--- src/rtl/cnn_layer_top.sv ---
// Single-layer fixed-point CNN sequencer: weight load, valid stride-1 convolution with
// optional ReLU, optional 2x2/stride-2 max pooling, all through one synchronous memory port.
module cnn_layer_top #(
    parameter int WIDTH      = 8,
    parameter int DECIMAL    = 4,
    parameter int MEMADDRBIT = 20
) (
    input  logic                  clk,
    input  logic                  rst,
    input  logic                  cnn_start,
    input  logic [MEMADDRBIT-1:0] dr,
    input  logic [MEMADDRBIT-1:0] dc,
    input  logic [1:0]            dk,
    input  logic [MEMADDRBIT-1:0] inaddr,
    input  logic [MEMADDRBIT-1:0] waddr,
    input  logic [MEMADDRBIT-1:0] outaddr,
    input  logic [MEMADDRBIT-1:0] mp_outaddr,
    input  logic                  relu,
    input  logic                  maxpooling_or_not,
    input  logic                  checkbram,
    input  logic [MEMADDRBIT-1:0] memaddr_check,
    input  logic [WIDTH-1:0]      mem_out,
    output logic [MEMADDRBIT-1:0] memaddr,
    output logic [WIDTH-1:0]      mem_in,
    output logic                  wea_w,
    output logic [7:0]            cnn_state,
    output logic                  cnn_finish
);
    localparam int ACCW = 2*WIDTH + 4;
    localparam logic signed [ACCW-1:0] SAT_MAX = ACCW'((32'sd1 <<< (WIDTH-1)) - 32'sd1);
    localparam logic signed [ACCW-1:0] SAT_MIN = ~SAT_MAX;
    localparam logic [MEMADDRBIT-1:0]  A_ONE   = {{(MEMADDRBIT-1){1'b0}}, 1'b1};

    typedef logic [MEMADDRBIT-1:0] addr_t;
    typedef enum logic [2:0] {
        IDLE = 3'd0, LOADW = 3'd1, CONV_RD = 3'd2, CONV_WR = 3'd3,
        POOL_RD = 3'd4, POOL_WR = 3'd5, DONE = 3'd6
    } state_t;

    function automatic logic [WIDTH-1:0] conv_out(input logic signed [ACCW-1:0] acc,
                                                  input logic relu_en);
        logic signed [ACCW-1:0] y;
        logic [WIDTH-1:0]       res;
        y = acc >>> DECIMAL;
        if (relu_en && y[ACCW-1])  res = '0;
        else if (y > SAT_MAX)      res = SAT_MAX[WIDTH-1:0];
        else if (y < SAT_MIN)      res = SAT_MIN[WIDTH-1:0];
        else                       res = y[WIDTH-1:0];
        return res;
    endfunction

    state_t                  state_r, state_nxt;
    logic                    ph_r, ph_nxt;
    logic [3:0]              t_r, t_nxt;
    logic [1:0]              i_r, i_nxt, j_r, j_nxt;
    addr_t                   r_r, r_nxt, c_r, c_nxt;
    logic signed [ACCW-1:0]  acc_r, acc_nxt;
    logic signed [WIDTH-1:0] mx_r, mx_nxt;
    logic signed [WIDTH-1:0] w_r [0:8];
    addr_t                   dr_r, dc_r, inaddr_r, waddr_r, outaddr_r, mpaddr_r;
    logic [1:0]              k_r;
    logic                    relu_r, pool_r;
    addr_t                   memaddr_r, addr_s;
    logic [WIDTH-1:0]        mem_in_r, wr_data_s;
    logic                    wea_r, finish_r, w_ld_s;

    // ph_r toggles address-phase/capture-phase so each read spans exactly two cycles
    logic [3:0]                kk_s;
    logic                      degen_s;
    addr_t                     crows_s, ccols_s, wbase_s;
    logic signed [2*WIDTH-1:0] prod_s;
    assign kk_s    = {2'b00, k_r} * {2'b00, k_r};
    assign degen_s = (k_r == 2'd0) || (addr_t'(k_r) > dr_r) || (addr_t'(k_r) > dc_r);
    assign crows_s = dr_r - addr_t'(k_r) + A_ONE;
    assign ccols_s = dc_r - addr_t'(k_r) + A_ONE;
    assign wbase_s = (state_r == IDLE) ? waddr : waddr_r;
    assign prod_s  = $signed(mem_out) * w_r[t_r];

    // State register
    always_ff @(posedge clk or posedge rst) begin
        if (rst) state_r <= IDLE;
        else     state_r <= state_nxt;
    end

    // Next-state, counter and accumulator sequencing
    always_comb begin
        state_nxt = state_r;
        ph_nxt    = ph_r;
        t_nxt     = t_r;
        i_nxt     = i_r;
        j_nxt     = j_r;
        r_nxt     = r_r;
        c_nxt     = c_r;
        acc_nxt   = acc_r;
        mx_nxt    = mx_r;
        wr_data_s = mem_in_r;
        w_ld_s    = 1'b0;
        case (state_r)
            IDLE: begin
                if (cnn_start) begin
                    state_nxt = LOADW;
                    ph_nxt    = 1'b0;
                    t_nxt     = 4'd0;
                end else begin
                    state_nxt = IDLE;
                end
            end
            LOADW: begin
                if (degen_s) begin
                    state_nxt = DONE;
                end else if (ph_r == 1'b0) begin
                    ph_nxt = 1'b1;
                end else begin
                    ph_nxt = 1'b0;
                    w_ld_s = 1'b1;
                    if (t_r == kk_s - 4'd1) begin
                        state_nxt = CONV_RD;
                        t_nxt     = 4'd0;
                        i_nxt     = 2'd0;
                        j_nxt     = 2'd0;
                        r_nxt     = '0;
                        c_nxt     = '0;
                        acc_nxt   = '0;
                    end else begin
                        t_nxt = t_r + 4'd1;
                    end
                end
            end
            CONV_RD: begin
                if (ph_r == 1'b0) begin
                    ph_nxt = 1'b1;
                end else begin
                    ph_nxt  = 1'b0;
                    acc_nxt = acc_r + ACCW'(prod_s);
                    if (t_r == kk_s - 4'd1) begin
                        state_nxt = CONV_WR;
                        wr_data_s = conv_out(acc_nxt, relu_r);
                    end else if (j_r == k_r - 2'd1) begin
                        t_nxt = t_r + 4'd1;
                        j_nxt = 2'd0;
                        i_nxt = i_r + 2'd1;
                    end else begin
                        t_nxt = t_r + 4'd1;
                        j_nxt = j_r + 2'd1;
                    end
                end
            end
            CONV_WR: begin
                acc_nxt   = '0;
                t_nxt     = 4'd0;
                i_nxt     = 2'd0;
                j_nxt     = 2'd0;
                state_nxt = CONV_RD;
                if (c_r != ccols_s - A_ONE) begin
                    c_nxt = c_r + A_ONE;
                end else if (r_r != crows_s - A_ONE) begin
                    c_nxt = '0;
                    r_nxt = r_r + A_ONE;
                end else begin
                    c_nxt = '0;
                    r_nxt = '0;
                    // Pooling needs at least one full 2x2 window
                    if (pool_r && crows_s > A_ONE && ccols_s > A_ONE) state_nxt = POOL_RD;
                    else                                               state_nxt = DONE;
                end
            end
            POOL_RD: begin
                if (ph_r == 1'b0) begin
                    ph_nxt = 1'b1;
                end else begin
                    ph_nxt = 1'b0;
                    if (t_r == 4'd0 || $signed(mem_out) > mx_r) mx_nxt = $signed(mem_out);
                    else                                          mx_nxt = mx_r;
                    if (t_r == 4'd3) begin
                        state_nxt = POOL_WR;
                        wr_data_s = mx_nxt;
                    end else begin
                        t_nxt = t_r + 4'd1;
                    end
                end
            end
            POOL_WR: begin
                t_nxt     = 4'd0;
                state_nxt = POOL_RD;
                if (c_r != (ccols_s >> 1) - A_ONE) begin
                    c_nxt = c_r + A_ONE;
                end else if (r_r != (crows_s >> 1) - A_ONE) begin
                    c_nxt = '0;
                    r_nxt = r_r + A_ONE;
                end else begin
                    state_nxt = DONE;
                end
            end
            DONE:    state_nxt = IDLE;
            default: state_nxt = IDLE;
        endcase
    end

    // Memory address for the cycle the next state occupies
    always_comb begin
        addr_s = '0;
        case (state_nxt)
            IDLE:    addr_s = checkbram ? memaddr_check : '0;
            LOADW:   addr_s = wbase_s + addr_t'(t_nxt);
            CONV_RD: addr_s = inaddr_r + (r_nxt + addr_t'(i_nxt)) * dc_r + c_nxt + addr_t'(j_nxt);
            CONV_WR: addr_s = outaddr_r + r_nxt * ccols_s + c_nxt;
            POOL_RD: addr_s = outaddr_r + {r_nxt[MEMADDRBIT-2:0], t_nxt[1]} * ccols_s
                              + {c_nxt[MEMADDRBIT-2:0], t_nxt[0]};
            POOL_WR: addr_s = mpaddr_r + r_nxt * (ccols_s >> 1) + c_nxt;
            default: addr_s = '0;
        endcase
    end

    // Counters, accumulator, weights and registered memory-side outputs
    always_ff @(posedge clk or posedge rst) begin
        if (rst) begin
            ph_r      <= 1'b0;
            t_r       <= 4'd0;
            i_r       <= 2'd0;
            j_r       <= 2'd0;
            r_r       <= '0;
            c_r       <= '0;
            acc_r     <= '0;
            mx_r      <= '0;
            memaddr_r <= '0;
            mem_in_r  <= '0;
            wea_r     <= 1'b0;
            finish_r  <= 1'b0;
            for (int n = 0; n < 9; n++) w_r[n] <= '0;
        end else begin
            ph_r      <= ph_nxt;
            t_r       <= t_nxt;
            i_r       <= i_nxt;
            j_r       <= j_nxt;
            r_r       <= r_nxt;
            c_r       <= c_nxt;
            acc_r     <= acc_nxt;
            mx_r      <= mx_nxt;
            memaddr_r <= addr_s;
            mem_in_r  <= wr_data_s;
            wea_r     <= (state_nxt == CONV_WR) || (state_nxt == POOL_WR);
            finish_r  <= (state_nxt == DONE);
            if (w_ld_s) w_r[t_r] <= mem_out;
        end
    end

    // Layer configuration captured on an accepted start
    always_ff @(posedge clk or posedge rst) begin
        if (rst) begin
            dr_r      <= '0;
            dc_r      <= '0;
            k_r       <= 2'd0;
            inaddr_r  <= '0;
            waddr_r   <= '0;
            outaddr_r <= '0;
            mpaddr_r  <= '0;
            relu_r    <= 1'b0;
            pool_r    <= 1'b0;
        end else if (state_r == IDLE && cnn_start) begin
            dr_r      <= dr;
            dc_r      <= dc;
            k_r       <= dk;
            inaddr_r  <= inaddr;
            waddr_r   <= waddr;
            outaddr_r <= outaddr;
            mpaddr_r  <= mp_outaddr;
            relu_r    <= relu;
            pool_r    <= maxpooling_or_not;
        end
    end

    assign memaddr    = memaddr_r;
    assign mem_in     = mem_in_r;
    assign wea_w      = wea_r;
    assign cnn_finish = finish_r;
    assign cnn_state  = {5'b00000, state_r};
endmodule

--- config.mk ---
export PLATFORM = sky130hd
export DESIGN_NAME = cnn_layer_top
export DESIGN_NICKNAME = d
export VERILOG_FILES = /design/src/rtl/cnn_layer_top.sv
export SDC_FILE = /design/constraint.sdc
export NUM_CORES = 2
export LEC_CHECK = 0
export ABC_AREA = 1
export BUFFER_PORTS_ARGS = -buffer_cell sky130_fd_sc_hd__buf_2
export CORE_ASPECT_RATIO = 1.5
export CORE_MARGIN = 10
export CORE_UTILIZATION = 25
export CTS_CLUSTER_DIAMETER = 50
export DETAILED_ROUTE_END_ITERATION = 8
export HOLD_SLACK_MARGIN = 0.03
export PLACE_DENSITY = 0.43
export SLEW_MARGIN = 20
export SYNTH_ARGS = -nofsm -noshare
export SYNTH_HDL_FRONTEND = slang
export SYNTH_SLANG_ARGS = --single-unit
--- constraint.sdc ---
create_clock -name clk -period 15.7 [get_ports clk]
set_clock_uncertainty 0.1 [all_clocks]
set_input_delay 1.57 -clock clk [delete_from_list [all_inputs] [get_ports clk]]
set_output_delay 1.57 -clock clk [all_outputs]
set_load 0.1 [all_outputs]
; ---- Yosys cells after proc, flatten, opt, wreduce, memory -nomap -nowiden
; Cells that the tools add are included.
[word_totals]
latch_bits = 0
regBits = 306
elab_cells = 204
rom_bits = 0
input_bits = 156
mem_bits_rw = 0
mem_count = 0
out_inout_bits = 38
[op_classes]
reduce_logical = 22
eq_ne = 26
mux = 82
n_bitwise = 1
n_lt_le_gt_ge = 9
div_mod_pow = 0
shifts = 0
addsub = 27
mul = 6
[ops]
columns = cell, count
row1 = 20-bit 2-to-1 mux, 19
row2 = 20-bit one-hot mux with 3 select lines, 3
row3 = 20-bit adder, 8
row4 = 20-bit one-hot mux with 6 select lines, 1
row5 = 8-bit 2-to-1 mux, 11
row6 = "20-bit by 1-bit adder with 20-bit output, second input constant", 4
row7 = 20-bit != test, 4
row8 = 72-bit bitwise mux, 1
row9 = 20-bit by 20-bit multiplier with 20-bit output, 3
row10 = 20-bit by 2-bit adder with 20-bit output, 2
row11 = 2-bit by 20-bit > comparator with 1-bit output, 2
row12 = "20-bit by 1-bit > comparator with 1-bit output, second input constant", 2
row13 = "19-bit by 1-bit subtractor with 20-bit output, second input constant", 2
row14 = "20-bit by 1-bit subtractor with 20-bit output, second input constant", 2
row15 = 20-bit by 2-bit subtractor with 20-bit output, 2
row16 = 8-bit binary-select mux with 4-bit select, 1
row17 = 8-bit demux with 4-bit select, 1
row18 = 4-bit 2-to-1 mux, 8
row19 = 2-bit 2-to-1 mux, 15
row20 = 3-bit 2-to-1 mux, 9
row21 = 20-bit by 16-bit adder with 20-bit output, 1
row22 = 20-bit by 4-bit adder with 20-bit output, 1
row23 = 20-bit by 19-bit multiplier with 20-bit output, 1
row24 = 4-bit one-hot mux with 5 select lines, 1
row25 = other kinds (35), 69

; ---- Depth between registers and ports, before layout
[depth]
word_depth = 13
ltp_mapped = 88

; ---- Least setup slack after synthesis
; OpenSTA, ideal clock, no wires.
[synth_timing]
path_kind = reg2reg
startpoint = register dc_r[1]
endpoint = register memaddr_r[19], in the netlist memaddr[19]
path_stages_with_launch = 76
t_arrival_ns = 11.248
setup_time_ns = 0.117
slack_ns = 4.235
path_buffers = 3
synth_period_minus_slack_ns = 11.465
path_cell_list = dfrtp_1 -> clkinv_1 -> clkbuf_1 -> ha_1 -> inv_1 -> ha_1 -> inv_1 -> fa_1 -> ha_1 -> clkbuf_1 -> inv_1 -> nor2_1 -> nand3_1 -> nor2_2 -> nand2_2 -> nor2_4 -> nand3_1 -> o21bai_1 -> [... 40 more ...] -> inv_1 -> nor2_1 -> nor2_1 -> nor2_1 -> nor2_1 -> nand3_1 -> nand2_1 -> nand2_1 -> nand2_1 -> inv_1 -> nand2_1 -> nand2_1 -> nand2_1 -> nand2_1 -> inv_1 -> nand2_1 -> nand3_1 -> nand2_1
[synth_between]
elab_chain_len = 12
word_cells_on_any_way = 52
cone_classes = add/sub (15) / mul (4) / order compare (2) / eq/ne (7) / mux (21) / reduce/logical (3)
[synth_lines]
columns = item, line
row1 = from (decl), 60  ; addr_t dr_r, dc_r, inaddr_r, waddr_r, outaddr_r, mpaddr_r;
row2 = from (signal assigned), 251  ; dc_r <= '0;
row3 = from (signal assigned), 261  ; dc_r <= dc;
row4 = 20-bit by 2-bit subtractor with 20-bit output, 75  ; assign ccols_s = dc_r - addr_t'(k_r) + A_ONE;
row5 = 20-bit by 1-bit adder with 20-bit output, 75
row6 = 20-bit by 1-bit subtractor with 20-bit output / 19-bit by 1-bit subtractor with 20-bit output (equally long branches), "154, 185"
row7 = 20-bit != test (on tied branches), "154, 185"
row8 = 20-bit 2-to-1 mux (on tied branches), "154, 185"
row9 = 20-bit one-hot mux with 3 select lines *, 98  ; case (state_r)
row10 = named net r_nxt[0], 56  ; addr_t r_r, r_nxt, c_r, c_nxt;
row11 = 20-bit by 2-bit adder with 20-bit output, 205  ; CONV_RD: addr_s = inaddr_r + (r_nxt + addr_t'(i_nxt)) * dc_r + c_nxt + addr_t'(j_nxt);
row12 = 20-bit by 20-bit multiplier with 20-bit output, 205
row13 = 20-bit adder (2 in a row), 205
row14 = 20-bit by 2-bit adder with 20-bit output, 205
row15 = 20-bit one-hot mux with 6 select lines *, 202  ; case (state_nxt)
row16 = named net addr_s[19], 63  ; addr_t memaddr_r, addr_s;
row17 = to (signal assigned), 239  ; memaddr_r <= addr_s;
row18 = to (decl), 63
; Mark *: on every way through the listed nets, which the timed path passes. The rest lies on a longest branch.
; A chain may end at the register's enable or synchronous reset.

; ---- Worst setup path in the final report
[layout_timing]
startpoint = register k_r[0]
endpoint = register memaddr_r[19], in the netlist memaddr[19]
[layout_between]
elab_chain_len = 13
word_cells_on_any_way = 94
cone_classes = add/sub (21) / mul (5) / order compare (4) / eq/ne (11) / mux (47) / reduce/logical (6)
[layout_lines]
columns = item, line
row1 = from (decl), 61  ; logic [1:0] k_r;
row2 = from (signal assigned), 262  ; k_r <= dk;
row3 = 20-bit by 2-bit subtractor with 20-bit output / 2-bit by 2-bit multiplier with 4-bit output (equally long branches), "74, 72"
row4 = 20-bit by 1-bit adder with 20-bit output / 4-bit by 1-bit subtractor with 4-bit output (equally long branches), "74, 116, 135"
row5 = "20-bit by 1-bit subtractor with 20-bit output, or another cell as far along", 156  ; end else if (r_r != crows_s - A_ONE) begin
row6 = "20-bit != test, or another cell as far along", 156
row7 = "20-bit 2-to-1 mux, or another cell as far along", 156
row8 = "20-bit 2-to-1 mux, or another cell as far along", 154  ; if (c_r != ccols_s - A_ONE) begin
row9 = 20-bit one-hot mux with 3 select lines / 2-bit one-hot mux with 3 select lines (equally long branches), 98
row10 = 20-bit by 2-bit adder with 20-bit output, 205
row11 = 20-bit by 20-bit multiplier with 20-bit output, 205
row12 = 20-bit adder (2 in a row), 205
row13 = 20-bit by 2-bit adder with 20-bit output, 205
row14 = 20-bit one-hot mux with 6 select lines *, 202
row15 = named net addr_s[19], 63
; Marked as above.

==> impl_metrics.csv <==
group,metric,value,unit
outcome,outcome,"complete, no violations",
clocking,ctsHoldBuffers,0,
hold_path,worstHoldEndpoint,"waddr_r[7]",
worst_setup_path,r2r_slack,1.55,ns
worst_setup_path,critPathLaunchType,"flop",
worst_setup_path,cp_slowest_cell,"fa_1",
floorplan,ios,194,
clocking,cts_buffers,59,
global_routing,antenna_found_initial,13,
placement,dpl.hpwl,182.6,mm
placement,dp.cells,9072,
global_routing,grt_util_all_layers,0.2015,
route,wl_per_cell,23.51,um
synthesis,synth_simple_gate_area_frac,0.2431,
worst_setup_path,crit_required,16.18,ns
synthesis,syn_avg_cell_area,7.462,um2
timing,finalSetupViolCount,0,
clocking,cts_root_buf,"clkbuf_16",
route,ant_nets,0,
timing,hold_slack,0.3635,ns
floorplan,chipHeight,558.9,um
worst_setup_path,critical_path_class,"flop to flop",
timing,slew_viol_final,0,
floorplan,rows,197,
timing,hold_viol,0,
synthesis,synthXorXnorAreaFrac,0.03492,
synthesis,synthMuxAreaShare,0.001034,
job,max-cap-violations,0,
hold_path,hold_path.class,"flop to flop",
worst_setup_path,path_delay_family,"simple AND/OR/NAND/NOR gates",
timing,min_period_over_period,0.9013,
timing,tns,0,ns
synthesis,async_reset_ff_frac,1.000,
clocking,clkSinkCount,306,
hold_path,hold_depth,2,
final_layout,fin_util,0.2829,
timing,rsz0062_at_grt,"no",
worst_setup_path,startpoint,"k_r[0]",
clocking,cts_max_path_buffers,3,
worst_setup_path,slowest_delay,1.05,ns
clocking,cts_resized,0,
final_layout,layout.cells.non_filler,9189,
route,vias,43110,
clocking,cts_tree,"built",
global_routing,grt_pass1_vias,45360,
final_layout,drive_gt1_frac,0.08544,
worst_setup_path,r2r-end,"memaddr[19]",
global_routing,overflow,0,
global_routing,grt_pass1_wl,313.6,mm
final_layout,filler_cell_count,21170,
route,vias_per_cell,4.691,
worst_setup_path,crit_arrival,14.63,ns
synthesis,synth-seq-cells,306,
worst_setup_path,crit_top_cell,"nand2_1",
hold_path,hp-start,"waddr_r[7]",
synthesis,seq_area_frac_synth,0.1582,
synthesis,synth_edf_count,0,
placement,place.gp.congestion,1.002,
synthesis,synth_top_family_by_area,"adder cells",
synthesis,yosysUniqueCellTypes,65,
worst_setup_path,path_buf_inv,10,
floorplan,die_area,0.2120,mm2
timing,tightestPinTransition,1.143,ns
final_layout,areaGrowthSynthToFinish,12.37,%
timing,fin_crit,14.15,ns
worst_setup_path,rr_startpoint,"k_r[0]",
worst_setup_path,cp-end-kind,"flop",
final_layout,nets,7825,
route,drt_wl_total,216.1,mm
synthesis,synth_compound_area_frac,0.07718,
floorplan,core_area,0.1923,mm2
clocking,post_cts_buffers,0,
clocking,clk-insertion-delay-late,0.70,ns
timing,clock.fmax,0.07067,GHz
synthesis,ys_warn_count,0,
route,remaining_drc_errors,0,
floorplan,die_x,379.3,um
synthesis,synth_cells,6487,
clocking,cts_max_level,2,
floorplan,start_util,0.2518,
synthesis,synth_area,0.04841,mm2
timing,slew_headroom,0.2307,
synthesis,yosys_most_used_dff,"dfrtp_1",
global_routing,grt_max_degree,119,
placement,io_buffers,188,
clocking,clkTransAtPathRegs,0.06,ns
route,drt_iter0_markers,2701,
worst_setup_path,crit_fanout,18,
route,firstDrtPassIters,6,
worst_setup_path,r2r_cells,66,
synthesis,synth-adder-area-share,0.3628,
cells in the final DEF, fill, tap and decap left out, drive strengths merged, types with 7 or more instances in the layout:
| master | instances |
|---|---|
| nand2 | 1665 |
| inv | 1381 |
| fa | 634 |
| nor2 | 558 |
| ha | 389 |
| nand3 | 365 |
| o21ai | 332 |
| dfrtp | 306 |
| buf | 263 |
| a21oi | 132 |
| xor2 | 130 |
| nand4 | 74 |
| clkbuf | 66 |
| xnor2 | 63 |
| o21bai | 38 |
| nor3 | 38 |
| clkinv | 38 |
| o22ai | 33 |
| a22oi | 23 |
| or2 | 20 |
| o211ai | 16 |
| nand3b | 15 |
| o221ai | 13 |
| o2111ai | 13 |
| clkinvlp | 12 |
| a31oi | 10 |
| a221oi | 10 |
| diode | 7 |
cell usage after synthesis (4+ instances only):
library cell,count,share of area
nor2_2,32,0.0041
clkinv_1,23,0.0018
o221ai_1,13,0.0024
buf_2,17,0.0018
buf_4,8,0.0012
nor2_1,513,0.040
clkbuf_1,127,0.0098
or2_2,18,0.0023
fa_1,634,0.26
nor2_4,13,0.0030
inv_2,27,0.0021
o21ai_1,6,0.00062
nor4_1,6,0.00078
xor2_1,130,0.024
xnor2_1,63,0.011
o31ai_1,5,0.00078
o22ai_1,33,0.0043
o21ai_0,326,0.034
nand3b_1,15,0.0023
a22oi_1,23,0.0036
dfrtp_1,306,0.16
a21oi_1,130,0.013
buf_6,5,0.0012
and2_1,4,0.00052
nand2_2,58,0.0075
inv_1,1339,0.10
nand2_1,1594,0.12
a31oi_1,10,0.0013
nand4_1,74,0.0096
nand3_1,338,0.035
buf_1,12,0.00093
nand2_4,13,0.0030
mux2i_1,5,0.0010
nor3_1,37,0.0038
o2111ai_1,13,0.0024
o211ai_1,16,0.0025
a211oi_1,5,0.00078
nand3_4,5,0.0018
nand3_2,22,0.0045
ha_1,389,0.10
a221oi_1,10,0.0018
o21bai_1,37,0.0057
sequential cells by signal, summed over array words and instances, names as in the netlist, 20 cells and up:
| register | count |
|---|---|
| dr_r | 20 |
| inaddr_r | 20 |
| r_r | 20 |
| memaddr | 20 |
| c_r | 20 |
| acc_r | 20 |
| waddr_r | 20 |
| mpaddr_r | 20 |
| outaddr_r | 20 |
| dc_r | 20 |
| w_r | 72 |
layer usage:
layer,GRT usage,share of wire,up-vias
met5,0,0.00037,-
met3,0.02772,0.043,398
met4,0.1059,0.063,10
li1,-,-,20190
met2,0.3689,0.52,1106
met1,0.2227,0.38,21410
worst max path at each step:
| stage | endpoint | slack [ns] | cells past startpoint |
|---|---|---|---|
| after floorplan | memaddr[19] | 4.24 | 75 |
| after global placement | memaddr[19] | 1.68 | 83 |
| after detailed placement | memaddr[19] | 1.72 | 71 |
| after CTS | memaddr[19] | 1.67 | 69 |
| after global routing | memaddr[19] | 0.73 | 69 |
| final | memaddr[19] | 1.55 | 66 |
through the flow:
stage               worst slack, ns  instance area, um2
global route                 0.7290               54380
CTS                           1.666               54370
finish                        1.550               54390
detailed placement            1.720               52380
global placement              1.679               52380
floorplan                     4.235               48420
area by class of cell:
| type | instances | area, um2 | area share |
|---|---|---|---|
| Clock buffer | 66 | 1553 | 0.02855 |
| Inverter | 1390 | 5226 | 0.09608 |
| Clock inverter | 44 | 446.7 | 0.008212 |
| Tap cell | 2487 | 3112 | 0.05721 |
| Multi-Input combinational cell | 4626 | 34860 | 0.6410 |
| Timing Repair Buffer | 263 | 1516 | 0.02788 |
| Sequential cell | 306 | 7657 | 0.1408 |
| Antenna cell | 7 | 17.52 | 0.0003220 |
kinds of logic (layout without fill, tap and decap cells):
family	Yosys count	after routing
flops	306	306
fa+ha+maj	1023	1023
other cells	1	12
simple gates	2751	2751
buf+inv	1559	1763
xor+xnor	193	193
mux	5	5
compound gates	649	649
worst min-delay path: cells and delay by family, from the launching register on:
kind | cells | cell delay [ns]
flops | 1 | 0.34
simple gates | 2 | 0.10
Power is left out: the tool's default activity adds up to more than one toggle a clock period on the data nets, which glitch-free logic cannot reach.
